`config.mk`:
```
export PLATFORM = sky130hd
export DESIGN_NAME = prog_loader
export DESIGN_NICKNAME = d
export VERILOG_FILES = /design/src/rtl/prog_loader_pkg.sv /design/src/rtl/prog_loader_timer.sv /design/src/rtl/prog_loader.sv
export SDC_FILE = /design/constraint.sdc
export NUM_CORES = 1
export LEC_CHECK = 0
export CORE_ASPECT_RATIO = 1.25
export CORE_UTILIZATION = 49
export DETAILED_ROUTE_END_ITERATION = 8
export PLACE_DENSITY = 0.75
export SLEW_MARGIN = 20
export SYNTH_ARGS = -nofsm -noshare
export SYNTH_HDL_FRONTEND = slang
export SYNTH_SLANG_ARGS = --single-unit
```
`constraint.sdc`:
```
create_clock -name CPU_Clk -period 1.9 [get_ports CPU_Clk]
set_input_delay 0.38 -clock CPU_Clk [delete_from_list [all_inputs] [get_ports CPU_Clk]]
set_output_delay 0.38 -clock CPU_Clk [all_outputs]
set_load 0.02 [all_outputs]
```
`src/rtl/prog_loader_pkg.sv`:
```
// Shared definitions for the program-store loader: FSM encoding, frame defaults and
// the running checksum helper.
package prog_loader_pkg;

  localparam int          DEPTH_DEF   = 32;
  localparam int          TIMEOUT_DEF = 1024;
  localparam logic [7:0]  SYNC_DEF    = 8'hA5;

  localparam logic [2:0]  ST_IDLE     = 3'd0;
  localparam logic [2:0]  ST_LEN      = 3'd1;
  localparam logic [2:0]  ST_PAYLOAD  = 3'd2;
  localparam logic [2:0]  ST_CHK      = 3'd3;
  localparam logic [2:0]  ST_DONE     = 3'd4;
  localparam logic [2:0]  ST_ERR      = 3'd5;

  // Checksum is the plain byte sum, wrapping mod 256.
  function automatic logic [7:0] sum_add(input logic [7:0] acc, input logic [7:0] b);
    return acc + b;
  endfunction

  function automatic logic in_frame(input logic [2:0] st);
    return (st == ST_LEN) || (st == ST_PAYLOAD) || (st == ST_CHK);
  endfunction

endpackage

```
`src/rtl/prog_loader_timer.sv`:
```
// Inter-byte idle counter: cleared on accept or outside a frame, flags after TIMEOUT-1 idle cycles.
module loader_timer
  import prog_loader_pkg::*;
#(
  parameter int TIMEOUT = TIMEOUT_DEF
) (
  input  logic CPU_Clk,
  input  logic Reset,
  input  logic clr,
  input  logic en,
  output logic expired
);

  localparam int TW = (TIMEOUT > 1) ? $clog2(TIMEOUT) : 1;

  logic [TW-1:0] timer_r;

  assign expired = (timer_r == TW'(TIMEOUT - 1));

  // Idle-cycle counter, saturating at the expiry value.
  always_ff @(posedge CPU_Clk or posedge Reset) begin
    if (Reset) begin
      timer_r <= '0;
    end else if (clr) begin
      timer_r <= '0;
    end else if (en && !expired) begin
      timer_r <= timer_r + TW'(1);
    end else begin
      timer_r <= timer_r;
    end
  end

endmodule

```
`src/rtl/prog_loader.sv`:
```
// Framed byte-stream parser feeding the program store; releases cpu_hold only after a
// complete frame with a good checksum.
module prog_loader
  import prog_loader_pkg::*;
#(
  parameter int         DEPTH   = DEPTH_DEF,
  parameter logic [7:0] SYNC    = SYNC_DEF,
  parameter int         TIMEOUT = TIMEOUT_DEF,
  localparam int        CW      = $clog2(DEPTH) + 1
) (
  input  logic          CPU_Clk,
  input  logic          Reset,
  input  logic [7:0]    rx_data,
  input  logic          rx_valid,
  output logic          rx_ready,
  output logic [7:0]    fifo_data,
  output logic          fifo_wr,
  input  logic          fifo_full,
  output logic          cpu_hold,
  output logic          load_done,
  output logic          load_err,
  output logic [CW-1:0] byte_count
);

  localparam logic [7:0] MAX_LEN = 8'(DEPTH - 1);

  logic [2:0]    state_r, state_nx;
  logic [CW-1:0] len_r, len_nx;
  logic [CW-1:0] count_r, count_nx;
  logic [CW-1:0] count_inc_s;
  logic [7:0]    sum_r, sum_nx;
  logic          accept_s;
  logic          len_ok_s;
  logic          in_frame_s;
  logic          expired_s;

  assign accept_s    = rx_valid && rx_ready;
  assign len_ok_s    = (rx_data >= 8'd1) && (rx_data <= MAX_LEN);
  assign in_frame_s  = in_frame(state_r);
  assign count_inc_s = count_r + CW'(1);
  assign fifo_wr     = (state_r == ST_PAYLOAD) && rx_valid && !fifo_full;
  assign fifo_data   = rx_data;
  assign byte_count  = count_r;

  loader_timer #(.TIMEOUT(TIMEOUT)) u_timer (
    .CPU_Clk (CPU_Clk),
    .Reset   (Reset),
    .clr     (accept_s || !in_frame_s),
    .en      (in_frame_s),
    .expired (expired_s)
  );

  // Byte acceptance window per state.
  always_comb begin
    rx_ready = 1'b0;
    case (state_r)
      ST_IDLE, ST_LEN, ST_CHK: rx_ready = 1'b1;
      ST_PAYLOAD:              rx_ready = !fifo_full;
      default:                 rx_ready = 1'b0;
    endcase
  end

  // Frame parser next-state and datapath updates.
  always_comb begin
    state_nx = state_r;
    len_nx   = len_r;
    count_nx = count_r;
    sum_nx   = sum_r;
    case (state_r)
      ST_IDLE: begin
        if (accept_s && (rx_data == SYNC)) begin
          state_nx = ST_LEN;
          count_nx = '0;
          sum_nx   = 8'd0;
        end else begin
          state_nx = ST_IDLE;
        end
      end
      ST_LEN: begin
        if (accept_s) begin
          if (len_ok_s) begin
            len_nx   = rx_data[CW-1:0];
            state_nx = ST_PAYLOAD;
          end else begin
            state_nx = ST_ERR;
          end
        end else if (expired_s) begin
          state_nx = ST_ERR;
        end else begin
          state_nx = ST_LEN;
        end
      end
      ST_PAYLOAD: begin
        // A full store at load time means stale content; abort rather than stall.
        if (fifo_full) begin
          state_nx = ST_ERR;
        end else if (accept_s) begin
          count_nx = count_inc_s;
          sum_nx   = sum_add(sum_r, rx_data);
          state_nx = (count_inc_s == len_r) ? ST_CHK : ST_PAYLOAD;
        end else if (expired_s) begin
          state_nx = ST_ERR;
        end else begin
          state_nx = ST_PAYLOAD;
        end
      end
      ST_CHK: begin
        if (accept_s) begin
          state_nx = (rx_data == sum_r) ? ST_DONE : ST_ERR;
        end else if (expired_s) begin
          state_nx = ST_ERR;
        end else begin
          state_nx = ST_CHK;
        end
      end
      ST_DONE: state_nx = ST_DONE;
      ST_ERR:  state_nx = ST_ERR;
      default: state_nx = ST_ERR;
    endcase
  end

  // State, datapath and registered status outputs.
  always_ff @(posedge CPU_Clk or posedge Reset) begin
    if (Reset) begin
      state_r   <= ST_IDLE;
      len_r     <= '0;
      count_r   <= '0;
      sum_r     <= 8'd0;
      load_done <= 1'b0;
      load_err  <= 1'b0;
      cpu_hold  <= 1'b1;
    end else begin
      state_r   <= state_nx;
      len_r     <= len_nx;
      count_r   <= count_nx;
      sum_r     <= sum_nx;
      load_done <= (state_nx == ST_DONE);
      load_err  <= (state_nx == ST_ERR);
      cpu_hold  <= (state_nx != ST_DONE);
    end
  end

endmodule

```
After elaboration in Yosys (flattened, before gate mapping)
Index checks and enable logic that the tools add are counted.
{"block": "classes", "addsub": 3, "magnitude_cmp": 2, "eq_ne": 14, "muxes": 23, "reduce_logical": 18}
{"cell": "2-to-1 mux 3 bit", "n": 8}
{"cell": "2-to-1 mux 8 bit", "n": 3}
{"cell": "2-to-1 mux 10 bit", "n": 2}
{"cell": "2-to-1 mux 6 bit", "n": 3}
{"cell": "case mux 8 bit (2 select lines)", "n": 1}
{"cell": "case mux 3 bit (5 select lines)", "n": 1}
{"cell": "case mux 6 bit (2 select lines)", "n": 1}
{"cell": "adder 10 x 1 -> 10 bit, second input constant", "n": 1}
{"cell": "== test 10 bit, second input constant", "n": 1}
{"cell": "== test 3 bit, second input constant", "n": 3}
{"cell": "adder 8 bit", "n": 1}
{"cell": "== test 8 bit", "n": 1}
{"cell": "== test 8 bit, second input constant", "n": 1}
{"cell": "greater-or-equal comparator 8 x 1 -> 1 bit, second input constant", "n": 1}
{"cell": "<= comparator 8 x 5 -> 1 bit, second input constant", "n": 1}
{"cell": "adder 6 x 1 -> 6 bit, second input constant", "n": 1}
{"cell": "== test 3 x 2 -> 1 bit, second input constant", "n": 2}
{"cell": "== test 6 bit", "n": 1}
{"cell": "logical AND 1 bit", "n": 6}
{"cell": "inequality test 2 bit, second input constant", "n": 3}
{"cell": "AND reduction 4 bit", "n": 1}
{"cell": "nonzero test 2 bit", "n": 2}
{"cell": "== test 3 x 1 -> 1 bit, second input constant", "n": 1}
{"cell": "logical NOT 1 bit", "n": 3}
{"cell": "7 further kinds", "n": 11}
{"block": "totals", "regBits": 36, "in_bits": 12, "output_inout_bits": 19, "wordCells": 68}

Longest topological paths before layout
{"block": "depth", "word_depth": 8, "depth_mapped": 7}

Cells and area by module
Synthesis repeated with hierarchy kept, for this count alone.
{"block": "unflattened", "cells_unflattened": 234, "hier_area_um2": 2387.3}
{"module": "prog_loader", "n_inst": 1, "cells_per_inst": 168, "area_each_um2": 1751.7, "seq_area_each_um2": 651.9}
{"module": "loader_timer", "n_inst": 1, "cells_per_inst": 66, "area_each_um2": 635.6, "seq_area_each_um2": 250.2}

Worst setup path before layout
Ideal clock, no wire load.
{"block": "synth_timing", "kind": "register to register", "from": "reg count_r[0] (netlist: byte_count[0])", "to": "reg load_done", "setup_time_ns": 0.120, "arrival_ns": 1.897, "path_slack_ns": -0.117, "stages_incl_launch_ff": 7, "synth_period_minus_slack_ns": 2.017, "path_cell_list": "dfrtp_1 -> ha_1 -> o21ba_2 -> a221oi_1 -> a21oi_1 -> a2111o_1 -> and4_1"}
{"block": "synth_via", "elab_chain_cells": 7}
{"element": "from (decl)", "line_no": "prog_loader.sv:29", "rtl": "logic [CW-1:0] count_r, count_nx;"}
{"element": "from (signal assigned)", "line_no": "prog_loader.sv:135", "rtl": "count_r <= count_nx;"}
{"element": "adder 6 x 1 -> 6 bit", "line_no": "prog_loader.sv:40", "rtl": "assign count_inc_s = count_r + CW'(1);"}
{"element": "== test 6 bit", "line_no": "prog_loader.sv:100", "rtl": "state_nx = (count_inc_s == len_r) ? ST_CHK : ST_PAYLOAD;"}
{"element": "2-to-1 mux 1 bit", "line_no": "prog_loader.sv:100"}
{"element": "2-to-1 mux 3 bit", "line_no": "prog_loader.sv:97", "rtl": "end else if (accept_s) begin"}
{"element": "2-to-1 mux 3 bit", "line_no": "prog_loader.sv:95", "rtl": "if (fifo_full) begin"}
{"element": "case mux 3 bit (5 select lines)", "line_no": "prog_loader.sv:69", "rtl": "case (state_r)"}
{"element": "== test 3 bit", "line_no": "prog_loader.sv:137", "rtl": "load_done <= (state_nx == ST_DONE);"}
{"element": "to (signal assigned)", "line_no": "prog_loader.sv:137"}
{"element": "to (decl)", "line_no": "prog_loader.sv:20", "rtl": "output logic load_done,"}
No other way between the ends.
A chain may end at the register's enable or synchronous reset.

Final worst setup path
{"block": "layout_timing", "from": "reg state_r[2]", "to": "reg count_r[3] (netlist: byte_count[3])"}
{"block": "layout_via", "elab_chain_cells": 7, "word_cells_on_any_way": 14}
{"element": "from (decl)", "line_no": "prog_loader.sv:27", "rtl": "logic [2:0] state_r, state_nx;"}
{"element": "from (signal assigned)", "line_no": "prog_loader.sv:133", "rtl": "state_r <= state_nx;"}
{"element": "== test 3 x 1 -> 1 bit, or another cell as far along", "line_no": "prog_loader.sv:56", "rtl": "case (state_r)"}
{"element": "OR reduction 3 bit", "line_no": "prog_loader.sv:56"}
{"element": "case mux 1 bit (2 select lines)", "line_no": "prog_loader.sv:56"}
{"element": "logical AND 1 bit", "line_no": "prog_loader.sv:37", "rtl": "assign accept_s = rx_valid && rx_ready;"}
{"element": "logical AND 1 bit", "line_no": "prog_loader.sv:71", "rtl": "if (accept_s && (rx_data == SYNC)) begin"}
{"element": "inequality test 2 bit (no source line)"}
{"element": "AND reduction 4 bit (no source line)"}
Parallel ways exist; a longest one is shown, timed or not.

==> metrics.md <==
| Metric | Value |
|---|---|
| Period minus WS final | `1.90 ns` |
| Hold slack | `0.493 ns` |
| Clk root buf | `clkbuf_8` |
| Seq/Total Area, Yosys | `40.4%` |
| Area share of the largest cell type after synthesis | `39.2%` |
| Antenna diodes | `0` |
| Clock Sinks | `36` |
| Highest Clock Rate | `526 MHz` |
| Kind of critical path | `reg2reg` |
| VDD IR max | `483 uV` |
| Finished Layout Cells | `355` |
| Top cells by area, synth | `dfrtp_1, ha_1, nor2_1` |
| Fin. Hold Viols | `0` |
| Actual slew at the worst max-slew pin | `0.474 ns` |
| Avg WL per Cell | `15.3 um` |
| Slew Viols, Final | `0` |
| Crit path launch | `state_r[2]$_DFF_PP0_` |
| Routed Antenna Nets | `0` |
| Ports | `31` |
| Main flop type after synthesis | `dfrtp_1` |
| WL final | `5430 um` |
| EDFF count, synth | `0` |
| Count of max-cap constraint violations | `0` |
| Inst Count DP | `between 300 and 400` |
| Critical Path RT | `2.07 ns` |
| Placed inst area | `2770 um^2` |
| Total gr overflow | `0` |
| DRT Pass-1 Iters | `4` |
| R2R setup slack | `-0.0007 ns` |
| Cts-stage hold buffer count | `0` |
| Total negative slack | `-0.000658 ns` |
| P&R area growth vs syn | `37.1%` |
| Clock Tree Buf Depth | `2` |
| Critical path arrival | `2.07 ns` |
| Row count | `27` |
| Antenna violations before repair | `0` |
| Post-synth top area cell | `dfrtp_1` |
| Final worst-path cycle share | `100%` |
| Layout cell share with drive strength beyond 1 | `29.0%` |
| Final setup violating endpoints | `1` |
| Largest net degree at the start of global routing | `37` |
| DRT iter0 DRCs | `80` |
| CTS tree | `done` |
| Clk_skew | `0.00201 ns` |
| Syn_nets | `255` |
| Number of global-route vias before repair | `1880` |
| Reg-to-reg endpoint | `byte_count[3]$_DFFE_PP0P_` |
| H-tree Lvls | `2` |
| PnR Total Power | `1.78 mW` |
| Die area | `4830 um^2` |
| Post-Syn Area per Cell | `9.58 um^2` |
| Async set-reset flop share out of synthesis | `100%` |
| Worst hold path class | `in2async` |
| Pwr Density | `582 nW/um^2` |
| Slew HR | `68.4%` |
| P_leak | `roughly 1.4 nW` |
| Critical Path End Type | `flip-flop` |
| Yosys warns | `0` |
| Yosys reg bits | `36` |
| GRT Util Overall | `23.6%` |
| Final design utilization | `69.7%` |
| Yosys cell types | `between 50 and 60` |
| Global placement routability congestion | `0.845` |
| Worst setup SP type | `flip-flop` |
| Core Area | `between 4000 and 5000 um^2` |
| R2r worst-path depth | `7` |
| RSZ-0062 raised after global routing | `true` |
| Design Area, Final | `3060 um^2` |
| Die Wd | `62.4 um` |
| Port Buffers | `30` |
| Via/cell ratio | `5.54` |
| Place WS | `-0.434 ns` |
| DPL Wire Length | `between 3000 and 4000 um` |
| Cts bufs inserted | `5` |
| Die H | `just under 80 um` |
| Worst-skew pair later-pin latency | `0.30 ns` |
| Routed vias | `1968` |
| Max FO, Critical Path | `7` |
| Remaining DRCs | `0` |
| Violated checks | `setup timing` |
| Initial core utilization | `50.8%` |
| Setup ws final | `-0.000658 ns` |
| Reg clk slew, reported paths | `about 0.070 ns` |
| Synth Cell Area | `2230 um^2` |
| Worst r2r src | `state_r[2]$_DFF_PP0_` |
| Nets | `318` |
| Mapped Cells | `233` |
| First-pass GRT wire length | `8800 um` |
| Outcome | `finished with violations` |
-- final cells by class --
| cell class | instances | area (um^2) |
|---|---|---|
| clock buffer | 7 | 96.3 |
| clock inverter | 1 | 30.0 |
| fill | 330 | 1330 |
| inverter | 8 | 30.0 |
| multi-input combinational | 173 | 1320 |
| sequential | 36 | 905 |
| tap | 58 | 72.6 |
| timing repair buffer | 72 | 609 |
-- cells in the mapped netlist, types with 3 or more instances --
| master | number |
|---|---|
| xor2_1 | 7 |
| ha_1 | 9 |
| a21oi_1 | 8 |
| xnor2_1 | 9 |
| nor2b_1 | 4 |
| mux2_2 | 6 |
| nor4b_1 | 3 |
| o31ai_1 | 3 |
| a21o_1 | 3 |
| nor3_1 | 6 |
| o21ai_1 | 8 |
| buf_2 | 5 |
| o22ai_1 | 5 |
| dfrtp_1 | 35 |
| nor3b_1 | 3 |
| nand3_1 | 10 |
| or3_1 | 3 |
| o21bai_1 | 3 |
| o21ai_0 | 4 |
| buf_4 | 8 |
| nand4_1 | 5 |
| nand2_1 | 14 |
| inv_1 | 7 |
| nor2_1 | 23 |
| mux2i_1 | 3 |
-- placed cells by master (no fill, tap or decap), types with 4 or more instances in the layout --
master / instances
nor3_1: 6
nand2_1: 14
clkdlybuf4s50_1: 16
nand3_1: 10
clkbuf_8: 7
dfrtp_1: 33
dlygate4sd2_1: 8
inv_1: 7
o22ai_1: 5
a21oi_1: 6
buf_4: 41
xnor2_1: 9
ha_1: 6
nand4_1: 5
nor2_1: 23
mux2_2: 5
xor2_1: 7
o21ai_1: 6
dlymetal6s2s_1: 4
o21ai_0: 4
-- sequential cells by signal, indices dropped and copies added (netlist names) --
register,count
len_r,6
load_err,1
sum_r,8
byte_count,6
u_timer.timer_r,10
load_done,1
state_r,3
cpu_hold,1
-- repair_timing --
action	in CTS	in global routing
setup buffers	0	8
gates resized for setup	18	21
endpoints found under the setup margin	32	25
gates cloned	0	1
pin swaps	3	13
-- per-layer routing --
layer / share of wire (%) / GRT usage, % / vias to the layer above
met5: 0 / 0 / -
met2: 52 / 40.1 / 39
met4: 2.6 / 11.4 / 0
li1: - / - / 964
met3: 2.9 / 5.15 / 13
met1: 42 / 28.2 / 952
-- power by group --
group | internal (mW) | switching (mW) | total (mW)
combinational | 0.110 | 0.120 | 0.230
sequential | 0.787 | 0.00954 | 0.796
clock | 0.463 | 0.291 | 0.754
-- worst max-delay path: stages (launching register included) --
cell and delay [ns]:
dfrtp_1 0.41, buf_6 0.14, or4b_4 0.50, nor4_4 0.21, buf_4 0.19, nor2_4 0.05
o21ai_1 0.16, o31ai_1 0.11
-- logic make-up (layout without fill, tap and decap cells) --
family | count (synthesis) | in the layout | share of synthesized area [%]
compound gates | 50 | 50 | 15.2
xor+xnor | 16 | 16 | 6.28
flops | 36 | 36 | 40.4
buf+inv | 25 | 88 | 6.17
simple gates | 87 | 88 | 21.6
fa+ha+maj | 10 | 10 | 5.94
mux | 9 | 9 | 4.37
-- worst max path at each step --
stage,to,cells after the start,slack [ns]
6_report,byte_count[3]$_DFFE_PP0P_,7,-0.0007
3_3_place_gp,sum_r[6]$_DFFE_PP0P_,8,-0.38
3_5_place_dp,sum_r[6]$_DFFE_PP0P_,8,-0.43
2_1_floorplan,load_done$_DFF_PP0_,6,0.02
4_1_cts,rx_ready,5,-0.02
5_1_grt,byte_count[3]$_DFFE_PP0P_,7,-0.08
Note: power is estimated with default switching activity, not from simulation.
